$ cat config.mk
export PLATFORM = sky130hd
export DESIGN_NAME = pmem_loader
export DESIGN_NICKNAME = d
export VERILOG_FILES = /design/src/rtl/pmem_loader.sv
export SDC_FILE = /design/constraint.sdc
export NUM_CORES = 1
export LEC_CHECK = 0
export CAP_MARGIN = 20
export CORE_MARGIN = 2
export CORE_UTILIZATION = 40
export CTS_BUF_LIST = sky130_fd_sc_hd__clkbuf_8
export CTS_CLUSTER_DIAMETER = 200
export DETAILED_ROUTE_END_ITERATION = 16
export PLACE_DENSITY_LB_ADDON = 0.1
export RECOVER_POWER = 50
export SYNTH_ARGS = -nofsm -noshare
export SYNTH_HDL_FRONTEND = slang
export SYNTH_SLANG_ARGS = --single-unit
$ cat constraint.sdc
create_clock -name clk -period 1.7 [get_ports clk]
set_input_delay 0.34 -clock clk [delete_from_list [all_inputs] [get_ports clk]]
set_output_delay 0.34 -clock clk [all_outputs]
set_load 0.05 [all_outputs]
$ cat src/rtl/pmem_loader.sv
// pmem_loader: writer side of the program-memory load port.
// Assembles 12-bit instructions from low/high byte pairs received on a
// valid/ready stream and writes them to addresses 0..PROG_DEPTH-1, then
// holds load_done until the next start.
// Optional build macro PMEM_LOADER_CHECKSUM_EN adds a trailing checksum byte
// (running 8-bit sum of all data bytes plus checksum must be 0 mod 256);
// a mismatch sets the sticky err flag and returns to IDLE without load_done.
module pmem_loader #(
  parameter int PROG_DEPTH = 10,
  parameter int ADDR_W     = 8
) (
  input  logic              clk,
  input  logic              rst,
  input  logic              start,
  input  logic [7:0]        in_data,
  input  logic              in_valid,
  output logic              in_ready,
  output logic              load_en,
  output logic [ADDR_W-1:0] load_addr,
  output logic [11:0]       load_instr,
  output logic              load_done,
  output logic              busy,
  output logic              err
);

  localparam logic [ADDR_W-1:0] LAST_ADDR = ADDR_W'(PROG_DEPTH - 1);

  typedef enum logic [2:0] {
    S_IDLE,
    S_LOW,
    S_HIGH,
    S_WRITE,
    S_DONE,
    S_CHECK
  } state_t;

  state_t     state;
  state_t     state_nxt;
  logic [7:0] low_byte;
  logic       xfer;
  logic       start_ok;

  // A byte moves only when the state-decoded ready meets the producer's valid.
  assign xfer     = in_valid & in_ready;
  // start is honoured only when no session is running.
  assign start_ok = start & ((state == S_IDLE) | (state == S_DONE));

`ifdef PMEM_LOADER_CHECKSUM_EN
  logic [7:0] sum;
  logic [7:0] sum_chk;
  logic       err_q;

  // Sum including the candidate checksum byte; zero means the load is intact.
  assign sum_chk = sum + in_data;
  assign err     = err_q;
`else
  assign err = 1'b0;
`endif

  // State register.
  always_ff @(posedge clk) begin
    if (rst) state <= S_IDLE;
    else     state <= state_nxt;
  end

  // Next-state logic and Moore output decode.
  always_comb begin
    state_nxt = state;
    in_ready  = 1'b0;
    load_en   = 1'b0;
    load_done = 1'b0;
    busy      = 1'b0;
    case (state)
      S_IDLE: begin
        if (start) state_nxt = S_LOW;
      end
      S_LOW: begin
        in_ready = 1'b1;
        busy     = 1'b1;
        if (xfer) state_nxt = S_HIGH;
      end
      S_HIGH: begin
        in_ready = 1'b1;
        busy     = 1'b1;
        if (xfer) state_nxt = S_WRITE;
      end
      S_WRITE: begin
        load_en = 1'b1;
        busy    = 1'b1;
        if (load_addr == LAST_ADDR) begin
`ifdef PMEM_LOADER_CHECKSUM_EN
          state_nxt = S_CHECK;
`else
          state_nxt = S_DONE;
`endif
        end else begin
          state_nxt = S_LOW;
        end
      end
      S_DONE: begin
        load_done = 1'b1;
        if (start) state_nxt = S_LOW;
      end
`ifdef PMEM_LOADER_CHECKSUM_EN
      S_CHECK: begin
        in_ready = 1'b1;
        busy     = 1'b1;
        if (xfer) state_nxt = (sum_chk == 8'd0) ? S_DONE : S_IDLE;
      end
`endif
      default: state_nxt = S_IDLE;
    endcase
  end

  // Write address and assembled instruction; address advances after each write.
  always_ff @(posedge clk) begin
    if (rst) begin
      load_addr  <= '0;
      load_instr <= '0;
    end else begin
      if (start_ok)
        load_addr <= '0;
      else if ((state == S_WRITE) && (load_addr != LAST_ADDR))
        load_addr <= load_addr + 1'b1;
      if ((state == S_HIGH) && xfer)
        load_instr <= {in_data[3:0], low_byte};
    end
  end

  // Low byte holding register; pure data, needs no reset.
  always_ff @(posedge clk) begin
    if ((state == S_LOW) && xfer) low_byte <= in_data;
  end

`ifdef PMEM_LOADER_CHECKSUM_EN
  // Running byte sum and sticky checksum error.
  always_ff @(posedge clk) begin
    if (rst) begin
      sum   <= 8'd0;
      err_q <= 1'b0;
    end else begin
      if (start_ok) begin
        sum   <= 8'd0;
        err_q <= 1'b0;
      end else if (((state == S_LOW) || (state == S_HIGH)) && xfer) begin
        sum <= sum + in_data;
      end else if ((state == S_CHECK) && xfer && (sum_chk != 8'd0)) begin
        err_q <= 1'b1;
      end
    end
  end
`endif

endmodule

# Word-level counts from Yosys, hierarchy flattened
# Index checks and enable logic that the tools add are counted.
# totals
in_bits,12
output_inout_bits,25
ff_bits,31
word_cells,35
# classes
reduce_logical,9
addsub,1
n_mux,9
eq_ne,9
n_bitwise,3
# op_table
op,count
$mux 3,4
$pmux 3 s4,1
$add 8x1->8 const B,1
$eq 8x4->1 const B,1
$ne 8x4->1 const B,1
$eq 3x2->1 const B,2
$reduce_or 2->1,3
$mux 1,4
$ne 2x2->1 const B,2
$eq 3x1->1 const B,1
$eq 3x3->1 const B,1
$logic_and 1x1->1,3
$logic_not 3->1,1
$reduce_and 3->1,1
$reduce_or 3->1,1
$and 1x1->1,2
$ne 2x1->1 const B,1
$or 1x1->1,1

# Longest topological paths before layout
# depth
word_depth,6
mapped_depth,5
depth_no_buf,5

# Worst setup path before layout
# Ideal clock, no wire load.
# synth_path
path_kind,register -> output
start,reg state[0]
end,out load_done
arrival_ps,1638
stages_incl_launch_ff,3
path_slack_ps,-278
path_cell_list,dfxtp_1 > buf_4 > nor3b_1
# synth_via
elab_chain_cells,2
# synth_rtl
item,line,source
from (decl),37,state_t state;
from (signal assigned),63,else state <= state_nxt;
$eq 3x3->1,73,case (state)
$mux 1,73,
to (decl),21,"output logic load_done,"
# No other way between the ends.

# Worst setup path after layout
# layout_path
start,reg state[2]
end,out load_done
# The elaborated chain is that of the path after synthesis.

==> impl_metrics.json <==
{
  "clkTransAtPathRegs_ns": 0.06,
  "coreArea_sq_um": 3280,
  "finalSetupViolations": 0,
  "firstDrtPassIters": 4,
  "ys_async_sr_fraction_pct": 0,
  "outcome": "finished, final reports clean",
  "place_congestion": 0.819,
  "layout-drive-gt1-share_pct": 16.1,
  "fin_util_pct": 53.4,
  "synth_seq_area_share_pct": 52.3,
  "cp_max_fo": 10,
  "power.density_nw_per_um2": 874,
  "grt_pass1_vias": 993,
  "synth_edf_count": 8,
  "holdPathStages": 2,
  "worstHoldEndpoint": "load_instr[2]",
  "fmax_mhz": 614,
  "synthSimpleGateAreaFrac_pct": 23.5,
  "rows": 21,
  "leakage_nw": 0.641,
  "clock_sinks": 31,
  "synth_xor_xnor_area_share_pct": 0,
  "vias": 1082,
  "wl_per_cell_microns": 12.9,
  "synth_top_family_by_area": "simple AND/OR/NAND/NOR gates",
  "hold_start": "load_instr[2]",
  "reg2reg_depth": 4,
  "diodes": 0,
  "cts_buffers": 5,
  "syn_area_sq_um": 1340,
  "start_util_pct": 40.8,
  "drc": 0,
  "r2r-start": "load_addr[0]",
  "postSynthAreaPerCell_sq_um": 9.71,
  "dieHeight_microns": 61.9,
  "slew_headroom_pct": 59.9,
  "ant_nets": 0,
  "rrSetupSlack_ns": 0.22,
  "rsz0062_at_grt": "no",
  "area_delta_synth_final_pct": 30.9,
  "synthAdderAreaFrac_pct": 1.87,
  "grt_max_degree": 16,
  "period_minus_slack_ns": 1.63,
  "synth_cells": 138,
  "ys_types": 40,
  "final_max_slew_viol_count": 0,
  "routed_via_density": 4.92,
  "fin_hold_ws_ns": 0.457,
  "postCtsSetupBuffers": 0,
  "dieArea_sq_um": 3830,
  "hold_path.class": "reg -> reg",
  "grt_util_all_layers_pct": 17.0,
  "grt_pass1_wl_microns": 4520,
  "synth-main-ff-cell": "dfxtp_1",
  "required_ns": 1.36,
  "finClkSkew_ns": 0.00405,
  "synth_nets": 152,
  "antenna_found_initial": 0,
  "ctsRootBufferMaster": "clkbuf_8",
  "io_pins": 37,
  "synth-seq-cells": 31,
  "fin_crit_sh_pct": 95.7,
  "n_fill_cell": 330,
  "drt-initial-drc-count": 49,
  "critPathLaunchType": "register",
  "clk_path_buf_depth": 2,
  "r2r_end": "load_addr[2]",
  "cts_tree": "done",
  "synth_mux_area_share_pct": 1.49,
  "globalRouteOverflowTotal": 0,
  "cts_hold_buffers": 0,
  "routed_wl_microns": 2840,
  "synth_compound_area_share_pct": 14.2,
  "ir_worst_vdd_v": 0.000451,
  "hpwl_microns": 2050,
  "clk_latency_ns": 0.28,
  "die_w_microns": 61.9,
  "hold_viol": 0,
  "path_class": "reg -> out",
  "cts_resized": 2,
  "tightest_slew_ns": 0.605,
  "worstPathArrival_ns": 1.29,
  "drv_cap": 0,
  "p_total_mw": 1.53,
  "yosys_warnings": 0,
  "port_buffers": 35,
  "cp-end-kind": "output port",
  "final_nets": 187,
  "htree_levels": 2
}
-- cells in the mapped netlist (2+ instances only) --
cell type | n | area share (%)
nand2_1 | 28 | 7.8
dfxtp_1 | 23 | 34
a21oi_1 | 18 | 6.7
edfxtp_1 | 8 | 18
inv_1 | 6 | 1.7
clkbuf_1 | 4 | 1.1
nor2_1 | 4 | 1.1
nand3_1 | 3 | 1.1
nand3b_1 | 3 | 1.7
or3_1 | 3 | 1.4
buf_4 | 2 | 1.1
buf_6 | 2 | 1.7
ha_1 | 2 | 1.9
mux2i_1 | 2 | 1.5
nand2b_1 | 2 | 0.93
nand4bb_1 | 2 | 1.7
o21ai_0 | 2 | 0.75
o31ai_1 | 2 | 1.1
-- kinds of logic after synthesis --
group                    after synthesis
AND/OR/NAND/NOR                       56
flip-flops                            31
AO/OA/AOI/OAI                         30
buffers and inverters                 16
multiplexers                           2
adder cells (fa/ha/maj)                2
other                                  1
-- report_power, final --
part	internal [mW]	switching, mW	total [mW]
sequential	0.778	0.0181	0.797
clock	0.279	0.270	0.549
combinational	0.0747	0.113	0.188
-- final cells by class --
type	count	area [sq um]	share of cell area, %
clock buffer	5	68.8	3.92
clock inverter	3	16.3	0.927
inverter	6	22.5	1.28
multi-input combinational	91	559	31.9
sequential	31	703	40.1
tap	46	57.6	3.28
timing repair buffer	38	327	18.6
-- worst max path at each step --
stage,from,to,slack [ns],depth (start not counted)
2_1_floorplan,state[1],in_ready,0.005,3
3_3_place_gp,start,load_addr[6],0.02,4
3_5_place_dp,start,load_addr[2],-0.02,4
4_1_cts,state[1],in_ready,0.06,3
5_1_grt,state[2],load_done,0.02,2
6_report,state[2],load_done,0.07,2
-- layout by cell type, fill, tap and decap left out, types with 3 or more instances in the layout --
master and n:
inv_1 7, or3_1 3, nand3_1 3, nor2_1 4, dfxtp_1 21, clkbuf_8 5, a21oi_1 18, buf_4 4
nand3b_1 3, edfxtp_1 8, buf_12 6, nand2_1 28, clkbuf_1 14, dlygate4sd3_1 9
-- per-layer routing --
metal  track usage, %  vias up  share of wire, %
li1                 -      554                 -
met1             18.6      496                44
met2             28.3       28                49
met3             6.00        4               4.7
met4             10.0        0               2.2
met5                0        -                 0
-- registers in the layout, indices dropped and copies added (netlist names) --
name,flops
load_instr,12
load_addr,8
low_byte,8
state,3
-- through the flow --
stage	cell area [sq um]	TNS [ns]	cells	setup WS, ns
finish	1750	0	220	0.0724
detailed placement	1730	-0.0213	212	-0.0155
global route	1750	0	220	0.0157
CTS	1820	0	220	0.0597
floorplan	1350	0	138	0.00536
global placement	1730	0	212	0.0170
-- worst max-delay path, stage by stage, from the launching register on --
cell and delay (ns):
dfxtp_1 0.48, nor3b_2 0.35, buf_12 0.18
Power figures use the tool's default switching activity.
